`src/rtl/risc_pkg.sv`:
```
// Shared RISC-16 definitions: instruction memory geometry and the
// boot loader state encoding, reused by the core, the memory and the loader.
package risc_pkg;

    localparam int IMEM_ADDR_W = 8;
    localparam int INSTR_W     = 16;
    localparam int BYTE_W      = 8;

    typedef enum logic [3:0] {
        S_IDLE    = 4'd0,
        S_LEN_HI  = 4'd1,
        S_LEN_LO  = 4'd2,
        S_DAT_HI  = 4'd3,
        S_DAT_LO  = 4'd4,
        S_WRITE   = 4'd5,
        S_DONE    = 4'd6,
        S_ERR     = 4'd7,
        S_CHK     = 4'd8
    } loader_state_e;

    // States in which the loader is willing to take a stream byte.
    function automatic logic accepts_byte(input loader_state_e s);
        return (s inside {S_LEN_HI, S_LEN_LO, S_DAT_HI, S_DAT_LO, S_CHK});
    endfunction

endpackage

```
`src/rtl/imem_loader_if.sv`:
```
// Loader bus bundle: incoming byte stream (valid/ready) plus the
// instruction memory write port.
interface imem_loader_if
    import risc_pkg::*;
#(
    parameter int ADDR_W = IMEM_ADDR_W
) ();

    logic [BYTE_W-1:0]  rx_data;
    logic               rx_valid;
    logic               rx_ready;
    logic               mem_we;
    logic [ADDR_W-1:0]  mem_addr;
    logic [INSTR_W-1:0] mem_wdata;

    // Loader side: consumes the stream, drives the memory write port.
    modport slave (
        input  rx_data, rx_valid,
        output rx_ready, mem_we, mem_addr, mem_wdata
    );

    // Host side: produces the stream, observes the memory writes.
    modport master (
        output rx_data, rx_valid,
        input  rx_ready, mem_we, mem_addr, mem_wdata
    );

endinterface

```
`src/rtl/imem_byte_rx.sv`:
```
// Byte handshake and big-endian word assembler for the loader. The FSM says
// when bytes may be taken and which half is expected; this block latches the
// high byte and emits a one-cycle word_valid after each completed data word.
module imem_byte_rx
    import risc_pkg::*;
(
    input  logic               clk,
    input  logic               reset,
    input  logic               i_en,        // loader will take a byte
    input  logic               i_hi,        // expected byte is a high half
    input  logic               i_dat_lo,    // expected byte completes a data word
    input  logic [BYTE_W-1:0]  i_rx_data,
    input  logic               i_rx_valid,
    output logic               o_rx_ready,
    output logic               o_accept,    // a byte transfers on this edge
    output logic [15:0]        o_pair,      // {latched hi, current byte}
    output logic               o_word_valid,
    output logic [INSTR_W-1:0] o_word
);

    logic [BYTE_W-1:0]  r_hi;
    logic               r_word_valid;
    logic [INSTR_W-1:0] r_word;

    assign o_rx_ready   = i_en;
    assign o_accept     = i_en & i_rx_valid;
    assign o_pair       = {r_hi, i_rx_data};
    assign o_word_valid = r_word_valid;
    assign o_word       = r_word;

    // Latch high bytes; register completed data words and their strobe.
    always_ff @(posedge clk or negedge reset) begin
        if (!reset) begin
            r_hi         <= '0;
            r_word_valid <= 1'b0;
            r_word       <= '0;
        end else begin
            // NOTE: non-blocking so every flop here samples pre-edge values.
            r_word_valid <= o_accept & i_dat_lo;
            if (o_accept && i_hi) begin
                r_hi <= i_rx_data;
            end
            if (o_accept && i_dat_lo) begin
                r_word <= {r_hi, i_rx_data};
            end
        end
    end

endmodule

```
`src/rtl/imem_loader.sv`:
```
// Boot-time RISC-16 instruction memory loader. Stream format: 16-bit word
// count N (big-endian), then N big-endian words written from address 0.
// The core is held in reset until a load completes successfully.
// Optional: define IMEM_LOADER_CHECKSUM_EN to require a trailing byte equal
// to the XOR of all data bytes before the load is accepted.
module imem_loader
    import risc_pkg::*;
#(
    parameter int ADDR_W    = IMEM_ADDR_W,
    parameter int MAX_WORDS = 256
) (
    input  logic           clk,
    input  logic           reset,
    input  logic           start,
    imem_loader_if.slave   bus,
    output logic           cpu_reset,
    output logic           busy,
    output logic           done,
    output logic           error
);

    // One extra bit so a full 2**ADDR_W program does not alias to zero.
    localparam int          IDX_W = ADDR_W + 1;
    localparam logic [15:0] MAX_N = 16'(MAX_WORDS);

    loader_state_e      r_state;
    logic [IDX_W-1:0]   r_idx;
    logic [IDX_W-1:0]   r_len_m1;
    logic [ADDR_W-1:0]  r_mem_addr;
    logic               r_cpu_reset;
    logic               r_busy;
    logic               r_done;
    logic               r_error;
`ifdef IMEM_LOADER_CHECKSUM_EN
    logic [BYTE_W-1:0]  r_chk;
`endif

    logic               w_rx_en;
    logic               w_hi;
    logic               w_dat_lo;
    logic               w_accept;
    logic [15:0]        w_pair;
    logic               w_word_valid;
    logic [INSTR_W-1:0] w_word;

    assign w_rx_en  = accepts_byte(r_state);
    assign w_hi     = (r_state == S_LEN_HI) || (r_state == S_DAT_HI);
    assign w_dat_lo = (r_state == S_DAT_LO);

    imem_byte_rx u_byte_rx (
        .clk          (clk),
        .reset        (reset),
        .i_en         (w_rx_en),
        .i_hi         (w_hi),
        .i_dat_lo     (w_dat_lo),
        .i_rx_data    (bus.rx_data),
        .i_rx_valid   (bus.rx_valid),
        .o_rx_ready   (bus.rx_ready),
        .o_accept     (w_accept),
        .o_pair       (w_pair),
        .o_word_valid (w_word_valid),
        .o_word       (w_word)
    );

    // The write strobe and data come straight from the assembler; the
    // address is captured together with the word so it holds outside WRITE.
    assign bus.mem_we    = w_word_valid;
    assign bus.mem_wdata = w_word;
    assign bus.mem_addr  = r_mem_addr;

    assign cpu_reset = r_cpu_reset;
    assign busy      = r_busy;
    assign done      = r_done;
    assign error     = r_error;

    // Load sequencer with registered status outputs.
    always_ff @(posedge clk or negedge reset) begin
        if (!reset) begin
            r_state     <= S_IDLE;
            r_idx       <= '0;
            r_len_m1    <= '0;
            r_mem_addr  <= '0;
            r_cpu_reset <= 1'b1;
            r_busy      <= 1'b0;
            r_done      <= 1'b0;
            r_error     <= 1'b0;
`ifdef IMEM_LOADER_CHECKSUM_EN
            r_chk       <= '0;
`endif
        end else begin
            case (r_state)
                S_IDLE: begin
                    if (start) begin
                        r_state     <= S_LEN_HI;
                        r_busy      <= 1'b1;
                        r_done      <= 1'b0;
                        r_error     <= 1'b0;
                        r_cpu_reset <= 1'b1;
                        r_idx       <= '0;
                        r_len_m1    <= '0;
`ifdef IMEM_LOADER_CHECKSUM_EN
                        r_chk       <= '0;
`endif
                    end
                end
                S_LEN_HI: begin
                    if (w_accept) r_state <= S_LEN_LO;
                end
                S_LEN_LO: begin
                    if (w_accept) begin
                        if (w_pair == '0 || w_pair > MAX_N) begin
                            r_state <= S_ERR;
                            r_error <= 1'b1;
                            r_busy  <= 1'b0;
                        end else begin
                            r_len_m1 <= IDX_W'(w_pair - 16'd1);
                            r_state  <= S_DAT_HI;
                        end
                    end
                end
                S_DAT_HI: begin
                    if (w_accept) begin
                        r_state <= S_DAT_LO;
`ifdef IMEM_LOADER_CHECKSUM_EN
                        r_chk   <= r_chk ^ bus.rx_data;
`endif
                    end
                end
                S_DAT_LO: begin
                    if (w_accept) begin
                        r_state    <= S_WRITE;
                        r_mem_addr <= r_idx[ADDR_W-1:0];
`ifdef IMEM_LOADER_CHECKSUM_EN
                        r_chk      <= r_chk ^ bus.rx_data;
`endif
                    end
                end
                S_WRITE: begin
                    if (r_idx == r_len_m1) begin
`ifdef IMEM_LOADER_CHECKSUM_EN
                        r_state     <= S_CHK;
`else
                        r_state     <= S_DONE;
                        r_done      <= 1'b1;
                        r_busy      <= 1'b0;
                        r_cpu_reset <= 1'b0;
`endif
                    end else begin
                        r_idx   <= r_idx + IDX_W'(1);
                        r_state <= S_DAT_HI;
                    end
                end
`ifdef IMEM_LOADER_CHECKSUM_EN
                S_CHK: begin
                    if (w_accept) begin
                        r_busy <= 1'b0;
                        if (bus.rx_data == r_chk) begin
                            r_state     <= S_DONE;
                            r_done      <= 1'b1;
                            r_cpu_reset <= 1'b0;
                        end else begin
                            r_state <= S_ERR;
                            r_error <= 1'b1;
                        end
                    end
                end
`endif
                S_DONE:  r_state <= S_IDLE;
                S_ERR:   r_state <= S_IDLE;
                default: r_state <= S_IDLE;
            endcase
        end
    end

endmodule

```
`src/flat_wrapper.sv`:
```
// flat-port wrapper written by rule: the top's interface ports become plain ports
module imem_loader_flat import risc_pkg::*;
#(
    parameter int ADDR_W    = IMEM_ADDR_W,
    parameter int MAX_WORDS = 256
)
  (clk, reset, start, cpu_reset, busy, done, error, bus_rx_data, bus_rx_valid, bus_rx_ready, bus_mem_we, bus_mem_addr, bus_mem_wdata);
  imem_loader_if #(.ADDR_W(ADDR_W)) bus_i ();
  input  logic clk;
  input  logic reset;
  input  logic start;
  output logic cpu_reset;
  output logic busy;
  output logic done;
  output logic error;
  input wire logic [$bits(bus_i.rx_data)-1:0] bus_rx_data;
  input wire logic [$bits(bus_i.rx_valid)-1:0] bus_rx_valid;
  output wire logic [$bits(bus_i.rx_ready)-1:0] bus_rx_ready;
  output wire logic [$bits(bus_i.mem_we)-1:0] bus_mem_we;
  output wire logic [$bits(bus_i.mem_addr)-1:0] bus_mem_addr;
  output wire logic [$bits(bus_i.mem_wdata)-1:0] bus_mem_wdata;
  assign bus_i.rx_data = bus_rx_data;
  assign bus_i.rx_valid = bus_rx_valid;
  assign bus_rx_ready = bus_i.rx_ready;
  assign bus_mem_we = bus_i.mem_we;
  assign bus_mem_addr = bus_i.mem_addr;
  assign bus_mem_wdata = bus_i.mem_wdata;
  imem_loader #(.ADDR_W(ADDR_W), .MAX_WORDS(MAX_WORDS)) u_core (.clk(clk), .reset(reset), .start(start), .bus(bus_i), .cpu_reset(cpu_reset), .busy(busy), .done(done), .error(error));
endmodule
```
`config.mk`:
```
export PLATFORM = sky130hd
export DESIGN_NAME = imem_loader_flat
export DESIGN_NICKNAME = d
export VERILOG_FILES = /design/src/rtl/risc_pkg.sv /design/src/rtl/imem_loader_if.sv /design/src/rtl/imem_byte_rx.sv /design/src/rtl/imem_loader.sv /design/src/flat_wrapper.sv
export SDC_FILE = /design/constraint.sdc
export NUM_CORES = 1
export LEC_CHECK = 0
export CORE_UTILIZATION = 50
export CTS_CLUSTER_SIZE = 24
export DETAILED_ROUTE_END_ITERATION = 8
export PLACE_DENSITY = 0.86
export SYNTH_ARGS = -nofsm -noshare
export SYNTH_HDL_FRONTEND = slang
export SYNTH_SLANG_ARGS = --single-unit
```
`constraint.sdc`:
```
create_clock -name clk -period 2.1 [get_ports clk]
set_input_delay 0.315 -clock clk [delete_from_list [all_inputs] [get_ports clk]]
set_output_delay 0.315 -clock clk [all_outputs]
set_load 0.01 [all_outputs]
```
==> flow_summary_export.csv <==
group,metric,value,unit
status,outcome,"finished, final reports clean",
clock_network,clk_latency,0.34,ns
final_layout,syn_to_final_growth,28.5,%
yosys,synth_cell_type_count,44,
worst_setup_path,crit_arrival,1.72,ns
power_and_ir_drop,ir_worst_vdd,0.000745,V
sta,maxSlewViolCount,0,
placed_design,portBuffers,41,
sta,worstMarginPinSlew,0.555,ns
drt,drc,0,
final_layout,final_common_cell,"dfrtp_1",
sta,fin_ws,0.0635,ns
global_routing,grt.total_usage,23.5,%
sta,period_share,97.0,%
power_and_ir_drop,powerDensity,1240,nW/um^2
floorplan,std_cell_rows,26,
placed_design,dpl_worst_slack,-0.0710,ns
drt,via_count,2070,
sta,setup_violations,0,
clock_network,cts_root_buffer,"clkbuf_8",
global_routing,first_global_vias,2044,
sta,slew_headroom,62.8,%
final_layout,layout_common_cells,"dfrtp_1 (55), clkdlybuf4s50_1 (40), mux2_2 (30)",
worst_setup_path,crit_type,"flip-flop to output pin",
final_layout,drive_above_1_share,26.7,%
placed_design,post-dp-hpwl,4250,um
worst_setup_path,worst_ep_required_time,1.78,ns
sta,max_freq,491,MHz
flow_run,max_cap_viol_count,0,
worst_setup_path,startpoint,"u_core.r_state[0]",
global_routing,grt_max_degree,38,
sta,fin_crit,2.04,ns
yosys,async_reset_ff_share,100,%
global_routing,use_met2,37.4,%
floorplan,initial_core_util,53.1,%
clock_network,cts_buffers,9,
placed_design,globalplace.congestion,0.830,
drt,wl_per_cell,16.6,um
clock_network,cts.clk_slew.worst_paths,0.07,ns
yosys,synth_seq_cells,58,
global_routing,grtUsageMet1,30.9,%
yosys,ys_warn_count,0,
floorplan,io_pins,42,
yosys,synth_area,2770,sq um
yosys,yosysSeqAreaShare,52.5,%
clock_network,numClockSinks,58,
floorplan,die_w,76.4,um
worst_setup_path,critPathMaxFanout,12,
worst_setup_path,r2r_start,"u_core.r_idx[1]",
global_routing,antenna_found_initial,0,
sta,hold_viol,0,
global_routing,grt_pass1_wl,10400,um
floorplan,fp.dieArea,5830,sq um
final_layout,antennaDiodeCount,0,
global_routing,grt_use_met3,5.03,%
yosys,synthesis.instances,233,
drt,viasPerCell,5.59,
sta,rsz0062_at_grt,"no",
sta,fin_skew,0.00849,ns
clock_network,cts_setup_buffers,0,
global_routing,grt_overflow_total,0,
worst_setup_path,end_kind,"output pin",
clock_network,cts_buffer_depth,2,
yosys,avgSynthCellArea,11.9,sq um
drt,antenna_left,0,
drt,wl,6140,um
drt,drtPass1Iterations,4,
power_and_ir_drop,p_leak,1.62,nW
clock_network,htree_num_levels,3,
yosys,syn_nets,248,
floorplan,die_h,76.4,um
worst_setup_path,start_kind,"flip-flop",
drt,drt_iter0_drc,205,
worst_hold_path,min_path_type,"primary input to async pin",
clock_network,cts_tree,"built",
final_layout,nNetsFinal,311,
yosys,synth-edff-count,0,
global_routing,grt.busiest_layer,"met2",
final_layout,final_core_util,68.3,%
floorplan,core_area,5200,sq um
yosys,synth-main-ff-cell,"dfrtp_1",
==> area by class of cell <==
class                           instances  area, sq um
Fill cell                             380         1650
Clock buffer                           10          138
Sequential cell                        58         1460
Multi-Input combinational cell        160         1230
Timing Repair Buffer                   60          563
Tap cell                               70         87.6
Clock inverter                          5         55.1
Inverter                                7         26.3
==> timing repair <==
item / CTS / global route
hold endpoints to repair: 20 / 0
endpoints found under the setup margin: 1 / 1
gates resized for setup: 1 / 1
hold buffers: 1 / 0
==> logic make-up (layout without fill, tap and decap cells) <==
logic type                 count (synthesis)  count (layout)  synth area share (%)
muxes                                     31              31                  12.6
xor gates and xnor gates                  17              17                  5.38
buffers and inverters                     15              82                  3.26
DFF                                       58              58                  52.5
and+or+nand+nor                           69              69                  14.8
AOI/OAI and AO/OA                         40              40                  10.1
adders and majority gates                  3               3                  1.36
==> path summary, 6_finish.rpt <==
check,slack [ns],cells past startpoint,endpoint
worst max register to register,0.24,6,u_core.r_idx[8]
worst max-delay path,0.06,3,bus_rx_ready
min in group clk,0.48,2,u_core.cpu_reset
worst min register to register,0.48,2,u_core.cpu_reset
max in group asynchronous,1.05,3,u_core.r_state[0]
worst min-delay path,0.48,2,u_core.bus.mem_addr[7]
==> Yosys cell counts (all sizes together), types with 4 or more instances <==
cell     instances  area share [%]
mux2            30              12
inv              7            0.95
xor2            14             4.4
or3              6             1.4
nor2             7            0.95
nand2           19             2.7
nand3            7             1.3
a21oi            9             1.9
o21ai           12             2.2
nor2b            5             1.4
dfrtp           57              52
o211ai           4             1.1
nor3             7             1.6
or4              4             1.2
o2bb2ai          8             2.5
nor4             4             1.4
buf              7             2.1
==> per-layer routing <==
metal,share of wire [%],vias up,wire length [um]
met4,1.8,0,112
met1,45,1043,2770
met2,49,52,3010
met3,4.0,8,247
li1,-,967,-
met5,0,-,0
==> worst max-delay path: stages, from the launching register on <==
cell and delay (ns):
dfrtp_2 0.50, nor2_1 0.18, xnor2_1 0.14, clkdlybuf4s50_1 0.56
==> sequential cells by signal, indices dropped and copies added, names as in the netlist <==
name	count
u_core.cpu_reset	1
u_core.r_state	3
u_core.u_byte_rx.o_word_valid	1
u_core.done	1
u_core.bus.mem_addr	8
u_core.r_len_m1	9
u_core.u_byte_rx.r_hi	8
u_core.error	1
u_core.u_byte_rx.o_word	16
u_core.r_idx	9
u_core.busy	1
==> power by group <==
part	leakage, nW	switching (mW)	internal [mW]	total (mW)
Combinational	0.781	0.707	0.897	1.60
Sequential	0.748	0.331	1.48	1.81
Clock	0.0941	0.437	0.568	1.01
Total	1.62	1.48	2.94	4.42
==> through the flow <==
stage	hold WS, ns	std cells	setup TNS, ns	cell area, sq um	total power, mW
after floorplan	0.0194	233	0	2770	2.65
after global placement	0.309	354	-0.0409	3350	3.33
after detailed placement	0.317	354	-0.0981	3350	3.40
after CTS	0.483	370	0	3550	4.42
after global routing	0.514	370	0	3550	4.66
final	0.478	370	0	3550	4.42
Note: power is estimated with default switching activity, not from simulation.
==> edit 1: new RTL, same settings <==
Make the reset (`reset`) synchronous in 2 clocked blocks.
--- a/src/rtl/imem_byte_rx.sv
+++ b/src/rtl/imem_byte_rx.sv
@@ -30,5 +30,5 @@
 
     // Latch high bytes; register completed data words and their strobe.
-    always_ff @(posedge clk or negedge reset) begin
+    always_ff @(posedge clk) begin
         if (!reset) begin
             r_hi         <= '0;
--- a/src/rtl/imem_loader.sv
+++ b/src/rtl/imem_loader.sv
@@ -75,5 +75,5 @@
 
     // Load sequencer with registered status outputs.
-    always_ff @(posedge clk or negedge reset) begin
+    always_ff @(posedge clk) begin
         if (!reset) begin
             r_state     <= S_IDLE;
Behaviour: differs if reset is asserted again (counterexample within 4 cycles, from zero or initial values and one cycle with reset low); with reset held inactive, the same outputs for 10 cycles.
==> edit 1 against the unedited design <==
Highest routed layer unchanged; routed wire length up 8.0%; final area down 0.81%; worst setup slack better by 0.0024 ns; area after synthesis down 4.9%; die area down 4.8%; register-to-register slack better by 0.04 ns; sequential cell count unchanged; first-iteration DRC count down 37%.
Power is not compared: it rests on default switching activity, and its combinational part moved more than twofold at a synthesized area within 25%.
==> edit 1: results <==
# TYPE chip_impl_metric gauge
chip_impl_metric{name="critical_path.max_stage_delay",unit="ns"} 0.58
chip_impl_metric{name="dpl-instance-area",unit="mm²"} 0.00329
chip_impl_metric{name="dp.cells",unit=""} 423
chip_impl_metric{name="postSynthAreaPerCell",unit="µm²"} 8.68
chip_impl_info{name="synth.top_cells.by_count",value="59 x sky130_fd_sc_hd__nand2_1, 58 x sky130_fd_sc_hd__dfxtp_1, 34 x sky130_fd_sc_hd__a21oi_1"} 1
chip_impl_metric{name="synth-async-reset-ratio",unit=""} 0
chip_impl_metric{name="grt_pass1_vias",unit=""} 2265
chip_impl_metric{name="synth-adder-area-share",unit=""} 0.00951
chip_impl_info{name="synth_area_leaders",value="sky130_fd_sc_hd__dfxtp_1 44%, sky130_fd_sc_hd__nand2_1 8.4%, sky130_fd_sc_hd__a21oi_1 6.5%"} 1
chip_impl_metric{name="finalWirelength",unit="µm"} 6630
chip_impl_metric{name="avgViaCountPerCell",unit=""} 5.63
chip_impl_metric{name="synth-seq-area-share",unit=""} 0.441
chip_impl_metric{name="synth_compound_gate_area_share",unit=""} 0.175
chip_impl_metric{name="dp_slack",unit="ns"} -0.338
chip_impl_info{name="outcome",value="complete, no violations"} 1
chip_impl_metric{name="post_synth_xor_area_fraction",unit=""} 0.0533
chip_impl_metric{name="initialDrtViolationCount",unit=""} 129
chip_impl_metric{name="routabilityCongestion",unit=""} 0.838
chip_impl_metric{name="post_synth_mux_area_share",unit=""} 0.0428
chip_impl_metric{name="clock_skew",unit="ns"} 0.00801
chip_impl_metric{name="crit_fanout",unit=""} 3
chip_impl_metric{name="first_pass_grt_wire_length",unit="µm"} 10500
chip_impl_metric{name="layout-drive-gt1-share",unit=""} 0.177
chip_impl_metric{name="dr.pass1.iters",unit=""} 5
chip_impl_metric{name="post_synth_num_cell_types",unit=""} 53
chip_impl_metric{name="power.total",unit="W"} 0.00248
chip_impl_metric{name="global_route.usage.total",unit=""} 0.254
[edit 1: changes by cell type in the layout (fill, tap and decap cells not counted), moves of 5 or more]
| cell | delta |
|---|---|
| sky130_fd_sc_hd__a21oi_1 | +27 |
| sky130_fd_sc_hd__buf_4 | +11 |
| sky130_fd_sc_hd__dfrtp_1 | -55 |
| sky130_fd_sc_hd__dfxtp_1 | +57 |
| sky130_fd_sc_hd__mux2_2 | -29 |
| sky130_fd_sc_hd__mux2i_1 | +8 |
| sky130_fd_sc_hd__nand2_1 | +41 |
| sky130_fd_sc_hd__nor2_1 | +11 |
| sky130_fd_sc_hd__o2111ai_1 | +5 |
| sky130_fd_sc_hd__o21ai_0 | -8 |
| sky130_fd_sc_hd__xnor2_1 | +12 |
| sky130_fd_sc_hd__xor2_1 | -13 |
[edit 1: area by class of cell]
class | count | area share
clock buffers | 11 | 0.0430
clock inverters | 3 | 0.0114
inverters | 6 | 0.00639
multi-input cells | 219 | 0.396
flip-flops and latches | 58 | 0.330
well taps | 70 | 0.0248
repair buffers | 71 | 0.189
[edit 1: path summary, 6_finish.rpt]
kind	start	endpoint	slack (ns)	cells after the start
worst min-delay path	bus_rx_data[0]	u_core.r_len_m1[0]	0.36	3
worst max-delay path	bus_rx_data[4]	u_core.r_state[2]	0.07	7
worst min register to register	u_core.error	u_core.error	0.45	2
worst max register to register	u_core.r_state[0]	u_core.r_idx[8]	0.28	6
[edit 1: layer usage]
| layer | track usage | part of all wire |
|---|---|---|
| met1 | 0.327 | 0.45 |
| met3 | 0.0718 | 0.050 |
| met5 | 0 | 0 |
| met2 | 0.391 | 0.48 |
| met4 | 0.122 | 0.023 |
[edit 1: critical path: cells and delay by family]
kind                   cells  cell delay, ns
AND/OR/NAND/NOR            3            0.91
buffers and inverters      2            0.60
AO/OA/AOI/OAI              2            0.45
==> edit 2: new RTL, same flow settings <==
Without the edit above. Change the package constant `IMEM_ADDR_W` from 8 to 7.
--- a/src/rtl/risc_pkg.sv
+++ b/src/rtl/risc_pkg.sv
@@ -3,5 +3,5 @@
 package risc_pkg;
 
-    localparam int IMEM_ADDR_W = 8;
+    localparam int IMEM_ADDR_W = 7;
     localparam int INSTR_W     = 16;
     localparam int BYTE_W      = 8;
Interface: changed (resized bus_mem_addr); port bits go from 42 to 41. No check against the original RTL was run, so the function may have changed too.
==> edit 2 against the unedited design <==
Worst setup slack got worse by 0.053 ns; utilization is 1.5 points higher; total power fell by 14%; final area is 5.4% lower; routed wire length shrank 9.7%; sequential cell count shrank 3; clock skew up 0.0034 ns; via count decreased by 7.2%; area after synthesis is 8.3% lower; final cell count decreased by 5.9%; count of clock-buffer cells in the layout shrank 4.
==> edit 2: results <==
# TYPE chip_impl_metric gauge
chip_impl_metric{name="grt_start_max_net_pins",unit=""} 33
chip_impl_metric{name="hpwlAfterDp",unit="µm"} 3840
chip_impl_metric{name="initialDrtViolationCount",unit=""} 116
chip_impl_metric{name="clock_skew",unit="ns"} 0.0119
chip_impl_metric{name="layout-drive-gt1-share",unit=""} 0.306
chip_impl_info{name="outcome",value="complete, no violations"} 1
chip_impl_metric{name="cts.reportedPaths.clkPinSlew",unit="ns"} 0.10
chip_impl_metric{name="synth-seq-area-share",unit=""} 0.543
chip_impl_metric{name="worst_setup_slack_for_register_to_register_paths",unit="ns"} 0.01
chip_impl_metric{name="numCtsBuffers",unit=""} 5
chip_impl_metric{name="critical_path_arrival",unit="ns"} 2.32
chip_impl_metric{name="first_pass_grt_wire_length",unit="µm"} 8630
chip_impl_info{name="synth.top_cells.by_count",value="54 x sky130_fd_sc_hd__dfrtp_1, 32 x sky130_fd_sc_hd__mux2_2, 15 x sky130_fd_sc_hd__nor2_1"} 1
chip_impl_metric{name="clock_tree.htree_level_count",unit=""} 2
chip_impl_metric{name="io_buffers",unit=""} 40
chip_impl_metric{name="finalWirelength",unit="µm"} 5540
chip_impl_metric{name="irDropWorstVdd",unit="µV"} 704
chip_impl_metric{name="power.static_leakage",unit="nW"} 1.43
chip_impl_info{name="critical_path.reg2reg.startpoint",value="u_core.u_byte_rx.r_hi[1]"} 1
chip_impl_metric{name="final_nets",unit=""} 294
chip_impl_metric{name="syn_nets",unit=""} 231
chip_impl_metric{name="crit_fanout",unit=""} 3
chip_impl_metric{name="routabilityCongestion",unit=""} 0.809
chip_impl_metric{name="global_route.usage.total",unit=""} 0.220
chip_impl_metric{name="dp_slack",unit="ns"} -0.461
chip_impl_info{name="synth_area_leaders",value="sky130_fd_sc_hd__dfrtp_1 53%, sky130_fd_sc_hd__mux2_2 14%, sky130_fd_sc_hd__xnor2_1 4.8%"} 1
## edit 2: changes by cell type in the layout (fill, tap and decap cells not counted), sizes merged, moves of 5 or more
cell and change:
nand3 -6, xnor2 +11, buf +5, nand2 -6
nor2 +8, xor2 -13
## edit 2: routing by layer
metal  global-route usage  part of all wire
met1                0.292              0.43
met2                0.355              0.51
met3               0.0539             0.044
met4               0.0741             0.021
met5                    0                 0
## edit 2: worst max path at each step
stage                             startpoint  depth (start not counted)  slack (ns)                  to
CTS                        u_core.r_state[0]                          3        0.02        bus_rx_ready
floorplan                     bus_rx_data[0]                          7        0.09  u_core.r_len_m1[2]
finish              u_core.u_byte_rx.r_hi[1]                          6        0.01  u_core.r_len_m1[0]
global placement              bus_rx_data[0]                          8       -0.32  u_core.r_len_m1[7]
detailed placement            bus_rx_data[0]                          8       -0.46  u_core.r_len_m1[6]
global route        u_core.u_byte_rx.r_hi[1]                          6       -0.02  u_core.r_len_m1[0]
## edit 2: critical path: stages (launching register included)
cell	delay (ns)
sky130_fd_sc_hd__dfrtp_1	0.43
sky130_fd_sc_hd__or4_1	0.62
sky130_fd_sc_hd__nor3_2	0.23
sky130_fd_sc_hd__mux2_4	0.20
sky130_fd_sc_hd__buf_4	0.12
sky130_fd_sc_hd__nand4_1	0.20
sky130_fd_sc_hd__o2bb2ai_1	0.21
## edit 2: timing repair
| item | in CTS | in global routing |
|---|---|---|
| hold endpoints to repair | 21 | 0 |
| endpoints found under the setup margin | 9 | 12 |
| buffers inserted | 0 | 1 |
| hold buffers | 1 | 0 |
| resized for setup | 4 | 18 |
| pin swaps | 1 | 6 |
## edit 2: logic make-up (layout without fill, tap and decap cells)
group | after synthesis | after routing | share of synthesized area
simple gates | 64 | 64 | 0.134
mux | 34 | 34 | 0.150
buf+inv | 12 | 76 | 0.0222
flops | 55 | 55 | 0.543
xor+xnor | 15 | 15 | 0.0518
fa+ha+maj | 2 | 2 | 0.00987
compound gates | 35 | 35 | 0.0888
## edit 2: cell type report
class | count | area, µm² | area share
Sequential cell | 55 | 1380 | 0.410
Timing Repair Buffer | 64 | 608 | 0.181
Multi-Input combinational cell | 150 | 1190 | 0.353
Tap cell | 67 | 83.8 | 0.0249
Clock buffer | 6 | 72.6 | 0.0216
Clock inverter | 2 | 17.5 | 0.00521
Inverter | 4 | 15.0 | 0.00446
## edit 2: per-stage QoR
stage / instances / hold WS [ns] / TNS (ns)
4_1_cts: 347 / 0.516 / 0
3_3_place_gp: 338 / 0.326 / -3.04
2_1_floorplan: 217 / 0.0194 / 0
6_report: 348 / 0.302 / 0
5_1_grt: 348 / 0.320 / -0.0187
3_5_place_dp: 338 / 0.341 / -4.29
## edit 2: power by group
part,internal [W],switching (W)
logic,0.000878,0.000677
registers,0.00139,0.000252
clock network,0.000240,0.000348
